`config.mk`:
```
export PLATFORM = sky130hd
export DESIGN_NAME = monitor_capture_flat
export DESIGN_NICKNAME = d
export VERILOG_FILES = /design/src/rtl/monitor_capture_if.sv /design/src/rtl/monitor_capture.sv /design/src/flat_wrapper.sv
export SDC_FILE = /design/constraint.sdc
export NUM_CORES = 1
export LEC_CHECK = 0
export BUFFER_PORTS_ARGS = -buffer_cell sky130_fd_sc_hd__buf_2
export CAP_MARGIN = 30
export CORE_UTILIZATION = 62
export DETAILED_ROUTE_END_ITERATION = 7
export GPL_TIMING_DRIVEN = 0
export PLACE_DENSITY = 0.87
export REMOVE_ABC_BUFFERS = 1
export SYNTH_ARGS = -nofsm -noshare
export SYNTH_HDL_FRONTEND = slang
export SYNTH_SLANG_ARGS = --single-unit
```
`constraint.sdc`:
```
create_clock -name clk -period 4.5 [get_ports clk]
set_input_delay 0 -clock clk [delete_from_list [all_inputs] [get_ports clk]]
set_output_delay 0 -clock clk [all_outputs]
set_load 0.005 [all_outputs]
```
`src/rtl/monitor_capture_if.sv`:
```
// Read-side handshake of the monitor capture block: sample word with valid/ready.
// The master drives data and valid; the slave (debug reader) drives ready.
interface monitor_capture_if #(
  parameter int DATA_WIDTH = 8
);
  localparam int WORD_W = 2 * DATA_WIDTH + 1;

  logic [WORD_W-1:0] rd_data;
  logic              rd_valid;
  logic              rd_ready;

  modport master (output rd_data, output rd_valid, input rd_ready);
  modport slave  (input rd_data, input rd_valid, output rd_ready);
endinterface

```
`src/rtl/monitor_capture.sv`:
```
// Trigger-armed capture buffer for datapath monitor taps: records DEPTH samples of
// {probe_s, probe_a, probe_b} after a mask/value match and plays them back over valid/ready.
module monitor_capture #(
  parameter int DATA_WIDTH = 8,
  parameter int DEPTH      = 16,
  parameter int CNT_WIDTH  = 5
) (
  input  logic                  clk,
  input  logic                  reset,
  input  logic                  arm,
  input  logic                  abort,
  input  logic [DATA_WIDTH-1:0] trig_value,
  input  logic [DATA_WIDTH-1:0] trig_mask,
  input  logic [DATA_WIDTH-1:0] probe_a,
  input  logic [DATA_WIDTH-1:0] probe_b,
  input  logic                  probe_s,
  monitor_capture_if.master     rd,
  output logic                  busy,
  output logic                  done,
  output logic [CNT_WIDTH-1:0]  level
);

  localparam int PTR_W  = $clog2(DEPTH);
  localparam int WORD_W = 2 * DATA_WIDTH + 1;

  typedef enum logic [1:0] {IDLE, ARMED, CAPTURE, READOUT} state_t;

  state_t               state_q, state_d;
  logic [PTR_W-1:0]     wr_ptr_q, wr_ptr_d;
  logic [PTR_W-1:0]     rd_ptr_q, rd_ptr_d;
  logic [PTR_W-1:0]     rd_ptr_nxt;
  logic [CNT_WIDTH-1:0] level_q, level_d;
  logic [WORD_W-1:0]    rd_data_q, rd_data_d;
  logic [WORD_W-1:0]    buf_q [DEPTH];
  logic [WORD_W-1:0]    sample;
  logic                 trig_hit;
  logic                 wr_en;
  logic                 last_wr;
  logic                 last_rd;

  assign sample     = {probe_s, probe_a, probe_b};
  assign trig_hit   = ((probe_a ^ trig_value) & trig_mask) == '0;
  assign last_wr    = (wr_ptr_q == PTR_W'(DEPTH - 1));
  assign last_rd    = (rd_ptr_q == PTR_W'(DEPTH - 1));
  assign rd_ptr_nxt = rd_ptr_q + 1'b1;

  always_ff @(posedge clk or posedge reset) begin
    if (reset) begin
      state_q <= IDLE;
    end else begin
      state_q <= state_d;
    end
  end

  always_comb begin
    state_d = state_q;
    if (abort) begin
      state_d = IDLE;
    end else begin
      case (state_q)
        IDLE:    if (arm) state_d = ARMED;
        ARMED:   if (trig_hit) state_d = CAPTURE;
        CAPTURE: if (last_wr) state_d = READOUT;
        READOUT: if (rd.rd_ready && last_rd) state_d = IDLE;
        default: state_d = IDLE;
      endcase
    end
  end

  always_comb begin
    rd.rd_valid = (state_q == READOUT);
    rd.rd_data  = rd_data_q;
    busy        = (state_q == ARMED) || (state_q == CAPTURE);
    done        = (state_q == READOUT);
    level       = level_q;
  end

  // The first readout word is fetched on the edge that stores the last sample,
  // so rd_data is already valid in the first READOUT cycle.
  always_comb begin
    wr_ptr_d  = wr_ptr_q;
    rd_ptr_d  = rd_ptr_q;
    level_d   = level_q;
    rd_data_d = rd_data_q;
    wr_en     = 1'b0;
    if (abort) begin
      level_d = '0;
    end else begin
      case (state_q)
        IDLE: begin
          if (arm) begin
            wr_ptr_d = '0;
            rd_ptr_d = '0;
            level_d  = '0;
          end
        end
        ARMED: begin
          if (trig_hit) begin
            wr_en    = 1'b1;
            wr_ptr_d = wr_ptr_q + 1'b1;
            level_d  = level_q + 1'b1;
          end
        end
        CAPTURE: begin
          wr_en    = 1'b1;
          wr_ptr_d = wr_ptr_q + 1'b1;
          level_d  = level_q + 1'b1;
          if (last_wr) rd_data_d = buf_q[rd_ptr_q];
        end
        READOUT: begin
          if (rd.rd_ready) begin
            rd_ptr_d  = rd_ptr_nxt;
            level_d   = level_q - 1'b1;
            rd_data_d = buf_q[rd_ptr_nxt];
          end
        end
        default: ;
      endcase
    end
  end

  always_ff @(posedge clk or posedge reset) begin
    if (reset) begin
      wr_ptr_q  <= '0;
      rd_ptr_q  <= '0;
      level_q   <= '0;
      rd_data_q <= '0;
    end else begin
      wr_ptr_q  <= wr_ptr_d;
      rd_ptr_q  <= rd_ptr_d;
      level_q   <= level_d;
      rd_data_q <= rd_data_d;
    end
  end

  always_ff @(posedge clk) begin
    if (wr_en) buf_q[wr_ptr_q] <= sample;
  end

endmodule

```
`src/flat_wrapper.sv`:
```
// flat-port wrapper written by rule: the top's interface ports become plain ports
module monitor_capture_flat 
#(
  parameter int DATA_WIDTH = 8,
  parameter int DEPTH      = 16,
  parameter int CNT_WIDTH  = 5
)
  (clk, reset, arm, abort, trig_value, trig_mask, probe_a, probe_b, probe_s, busy, done, level, rd_rd_data, rd_rd_valid, rd_rd_ready);
  monitor_capture_if #(.DATA_WIDTH(DATA_WIDTH)) rd_i ();
  input  logic clk;
  input  logic reset;
  input  logic arm;
  input  logic abort;
  input  logic [DATA_WIDTH-1:0] trig_value;
  input  logic [DATA_WIDTH-1:0] trig_mask;
  input  logic [DATA_WIDTH-1:0] probe_a;
  input  logic [DATA_WIDTH-1:0] probe_b;
  input  logic probe_s;
  output logic busy;
  output logic done;
  output logic [CNT_WIDTH-1:0] level;
  output wire logic [$bits(rd_i.rd_data)-1:0] rd_rd_data;
  output wire logic [$bits(rd_i.rd_valid)-1:0] rd_rd_valid;
  input wire logic [$bits(rd_i.rd_ready)-1:0] rd_rd_ready;
  assign rd_rd_data = rd_i.rd_data;
  assign rd_rd_valid = rd_i.rd_valid;
  assign rd_i.rd_ready = rd_rd_ready;
  monitor_capture #(.DATA_WIDTH(DATA_WIDTH), .DEPTH(DEPTH), .CNT_WIDTH(CNT_WIDTH)) u_core (.clk(clk), .reset(reset), .arm(arm), .abort(abort), .trig_value(trig_value), .trig_mask(trig_mask), .probe_a(probe_a), .probe_b(probe_b), .probe_s(probe_s), .rd(rd_i), .busy(busy), .done(done), .level(level));
endmodule
```
After elaboration in Yosys (flattened, before gate mapping)
Memory sizes are Yosys's and may differ from the RTL's. Cells that the tools add are included.

Bits of input ports: 38. Output and inout bits: 25. Bits in registers: 32. RAM bits: 272. Memories: 1. Word-level logic and storage cells: 63.

Muxes and demuxes: 24. Equality and inequality tests: 14. $add $sub $neg: 4. Reductions and logical operators: 12. Bitwise operators: 3.

Memories: u_core.buf_q (words 16, width 17, read ports 2, clocked after memory_dff 0, write ports 1, line monitor_capture.sv:34) `logic [WORD_W-1:0] buf_q [DEPTH];`.

Operator list (count): $mux 17 (2); $pmux 17 s2 (1); $mux 5 (4); $pmux 5 s4 (1); $reduce_and 4->1 (4); $mux 4 (3); $ne 3x2->1 const B (4); $pmux 4 s3 (1); $mux 2 (5); $add 4x1->4 const B (2); $and 8x8->8 (1); $eq 4x4->1 const B (2); $logic_not 8->1 (1); $pmux 2 s4 (1); $pmux 4 s2 (1); $xor 8x8->8 (1); $ne 2x1->1 const B (3); $add 5x1->5 const B (1); $sub 5x1->5 const B (1); $eq 2x2->1 const B (2); $mux 1 (4); $reduce_bool 2->1 (2); $ne 3x3->1 const B (1); $reduce_and 3->1 (1); other kinds (8) (8).

Depth between registers and ports, before layout
Word-level depth: 8. Mapped depth: 9. Gate-level depth less buffers: 8.

Worst setup path after synthesis
Ideal clock, no wire load.

Path type: flip-flop to flip-flop. Start point: register u_core.state_q[0]. End point: memory u_core.buf_q[4][0] in the netlist's numbering, enable pin. Required time: 4.059 ns. Arrival time: 3.093 ns. Path buffers: 0. Period minus slack after synthesis: 3.534 ns. Setup slack: 0.966 ns. Stages on the path, launching flop included: 7. Path through: dfrtp_1 > inv_1 > ha_1 > inv_1 > nor2_1 > nand2_1 > nor4b_1.

Word-level cells in the longest chain between the ends: 5. Elaborated cells between the ends (all ways): 6. Classes of those cells: 2 x eq/ne; 4 x mux.

RTL lines: start: declaration (line monitor_capture.sv:28) `state_t state_q, state_d;`; start signal: assignment (line monitor_capture.sv:51) `state_q <= state_d;`; $eq 2x2->1 / $eq 2x1->1 (equally long branches) (line monitor_capture.sv:89) `case (state_q)`; $pmux 1 s2 (*) (line monitor_capture.sv:89); $mux 1 (*) (line monitor_capture.sv:86) `if (abort) begin`; $mux 1 (*) (line monitor_capture.sv:137) `if (wr_en) buf_q[wr_ptr_q] <= sample;`; $mux 1 (implied by the code) (*) (line monitor_capture.sv:137); end: declaration (line monitor_capture.sv:34).

Every way passes the cells marked *; elsewhere a longest branch is shown, timed or not.

Worst setup path in the final report
Start point: input port probe_a[7]. End point: memory u_core.buf_q[2][4] in the netlist's numbering, enable pin.

Word-level cells in the longest chain between the ends: 8.

RTL lines: start: declaration (line flat_wrapper.sv:16) `input logic [DATA_WIDTH-1:0] probe_a;`; $xor 8x8->8 (line monitor_capture.sv:42) `assign trig_hit = ((probe_a ^ trig_value) & trig_mask) == '0;`; $and 8x8->8 (line monitor_capture.sv:42); $logic_not 8->1 (line monitor_capture.sv:42); $mux 1 (line monitor_capture.sv:98) `if (trig_hit) begin`; $pmux 1 s2 (line monitor_capture.sv:89); $mux 1 (line monitor_capture.sv:86); $mux 1 (line monitor_capture.sv:137); $mux 1 (implied by the code) (line monitor_capture.sv:137).

Every way passes these cells.

==> flow_summary.toml <==
[finish]
layoutNonFillerInstCount = 1176
antenna_cells = 0
final_util_pct = 73.6
fillers = 1200
final_nets = 921
layout_commonest_cell = "edfxtp_1"
area_delta_synth_final_pct = 16.2
stdcell_area_mm2 = 0.0167
layout_common_cells = "edfxtp_1 (272), mux4_2 (153), buf_2 (62), clkbuf_16 (29), dfrtp_1 (29)"
drive_above_1_share_pct = 40.3

[global_route]
grt_max_degree = 69
antenna_found_initial = 0
grt.overflow.total = 0
track_usage_pct = 31.5
grt_pass1_wl_mm = 54.5
grt_pass1_vias = 8863

[yosys]
syn_inst = 755
ys.flop_type = "edfxtp_1"
syn_avg_cell_area_um2 = 19.1
synth_edf_count = 272
seq_area_frac_synth_pct = 62.3
synthArstFlopShare_pct = 10.5
ys_types = 51
ys_seq_elements = 304
ys_warn_count = 0
syn-cell-area_mm2 = 0.0144

[routing]
firstDrtPassIters = 5
drtIter0Drc = 1155
drc = 0
wl_per_cell_um = 30.7
final_antenna_net_count = 0
avgViaCountPerCell = 7.33
num_vias = 8623
routed_wl_mm = 36.1

[clock_tree]
clock-root-buffer = "clkbuf_16"
cts_tree = "done"
ctsLongestPathBuffers = 3
post-cts-setup-buffer-count = 0
clkTransAtPathRegs_ps = 70
cts_hold_buf = 22
clock_sinks = 304
clkLatencyLatePin_ps = 550
htreeDepth = 1
numCtsBuffers = 29
cts_resized = 0

[sta]
fin_skew_ps = 7.89
period_minus_slack_ps = 3300
finalSetupTns_ps = 0
rsz0062_at_grt = "no"
slew_viol_final = 0
hold-worst-slack_ps = 78.6
maxClockFrequency_ghz = 0.303
setup_slack_ps = 1200
max_slew.worst_pin.slew_ps = 1060
finalSetupViolCount = 0
hold_viol = 0
relSlewSlack_pct = 28.5
finalCritPeriodShare_pct = 73.3

[floorplanning]
die_w_um = 154
die_area_mm2 = 0.0238
initial_core_util_pct = 63.4
rows = 55
die_h_um = 154
pin_count = 63
core-area_mm2 = 0.0227

[job]
maxCapViolCount = 0

[power_and_ir_drop]
power_mw = 6.77
p_leak_nw = 5.32
ir_drop_v = 0.000265
power_density_mw_per_mm2 = 405

[place]
placedCellCount = 1099
hpwlAfterDp_mm = 23.3
place_ws_ps = 1350
dpl_cell_area_mm2 = 0.0155
place_congestion = 0.821
io_buffers = 62

[worst_setup_path]
reg2reg_slack_ps = 1240
crit_path_end_kind = "flip-flop"
reg2reg_to = "u_core.buf_q[2][4]"
critPathRequiredTime_ps = 4760
reg2reg_from = "u_core.state_q[0]"
crit_arrival_ps = 3560
reg2reg_depth = 9
startpoint_type = "primary input"
crit_type = "primary input to flip-flop"
worstPathMaxFanout = 17

[worst_hold_path]
min-delay-start = "trig_mask[5]"
min_path_cells = 5
hp-class = "primary input to flip-flop"
min_to = "u_core.state_q[1]"

[run_status]
status = "completed"
## critical path: stages
cell,delay [ps]
dlygate4sd3_1,520
buf_2,220
xor2_1,170
a22o_1,330
nor4_1,480
a21oi_2,190
buf_8,190
nor4_2,810
buf_6,260
buf_4,200
buf_6,170
## power breakdown
group / internal (mW) / leakage [nW] / switching [mW]
combinational: 0.536 / 2.06 / 0.586
sequential: 3.17 / 2.81 / 0.0975
clock: 1.36 / 0.455 / 1.01
## cells in the mapped netlist (all sizes together) (3+ instances only)
cell type / number / share of area, %
ha: 13 / 1.1
a22o: 5 / 0.33
mux2: 17 / 1.3
nor3: 23 / 0.80
a21oi: 9 / 0.31
nand3: 5 / 0.21
edfxtp: 272 / 57
mux4: 153 / 24
nand2: 12 / 0.31
nor4: 6 / 0.26
nor2: 24 / 0.63
nor2b: 21 / 0.91
nand4: 4 / 0.17
buf: 35 / 1.3
a211oi: 16 / 0.83
xor2: 10 / 0.61
o21ai: 9 / 0.31
nand2b: 4 / 0.17
o22ai: 16 / 0.70
nor3b: 4 / 0.21
mux2i: 3 / 0.21
or4: 4 / 0.21
inv: 11 / 0.29
dfrtp: 32 / 5.6
nor4b: 4 / 0.24
clkbuf: 19 / 0.56
a21o: 3 / 0.16
## how the worst max path moves through the flow
stage                                  start               endpoint  slack [ps]  cells past startpoint
after detailed placement          probe_a[7]     u_core.buf_q[2][5]        1350                      9
after global routing              probe_a[7]     u_core.buf_q[2][9]        1120                     11
after floorplan           u_core.rd_ptr_q[0]  u_core.rd.rd_data[13]       -2230                      5
after global placement    u_core.rd_ptr_q[0]  u_core.rd.rd_data[13]       -4390                      5
final                             probe_a[7]     u_core.buf_q[2][4]        1200                     11
after CTS                         probe_a[7]     u_core.buf_q[2][4]        1310                     10
## flip-flops by register name, indices dropped and copies added (netlist names)
register	flops
u_core.level	5
u_core.state_q	2
u_core.buf_q	272
u_core.wr_ptr_q	4
u_core.rd.rd_data	17
u_core.rd_ptr_q	4
## routing by layer
metal  up-vias  global-route usage, %  routed length (µm)
met3       123                   5.44                4000
met1      4414                   44.0               12900
met5         -                      0                   0
li1       3439                      -                   -
met2       647                   50.3               17700
met4         0                   12.9                1440
## logic make-up after synthesis
family | Yosys count | share of synthesized area, %
compound gates | 69 | 3.43
xor+xnor | 12 | 0.861
fa+ha+maj | 14 | 1.27
buf+inv | 65 | 2.19
flops | 304 | 62.3
mux | 173 | 25.5
simple gates | 118 | 4.47
## area by class of cell
| cell class | instances | area (µm²) | share of cell area [%] |
|---|---|---|---|
| flip-flops and latches | 304 | 8980 | 53.7 |
| inverters | 11 | 41.3 | 0.247 |
| clock buffers | 38 | 800 | 4.78 |
| repair buffers | 137 | 1180 | 7.03 |
| well taps | 285 | 357 | 2.13 |
| clock inverters | 15 | 133 | 0.793 |
| multi-input cells | 386 | 5240 | 31.3 |
No activity file was read; power rests on OpenSTA's default activity.
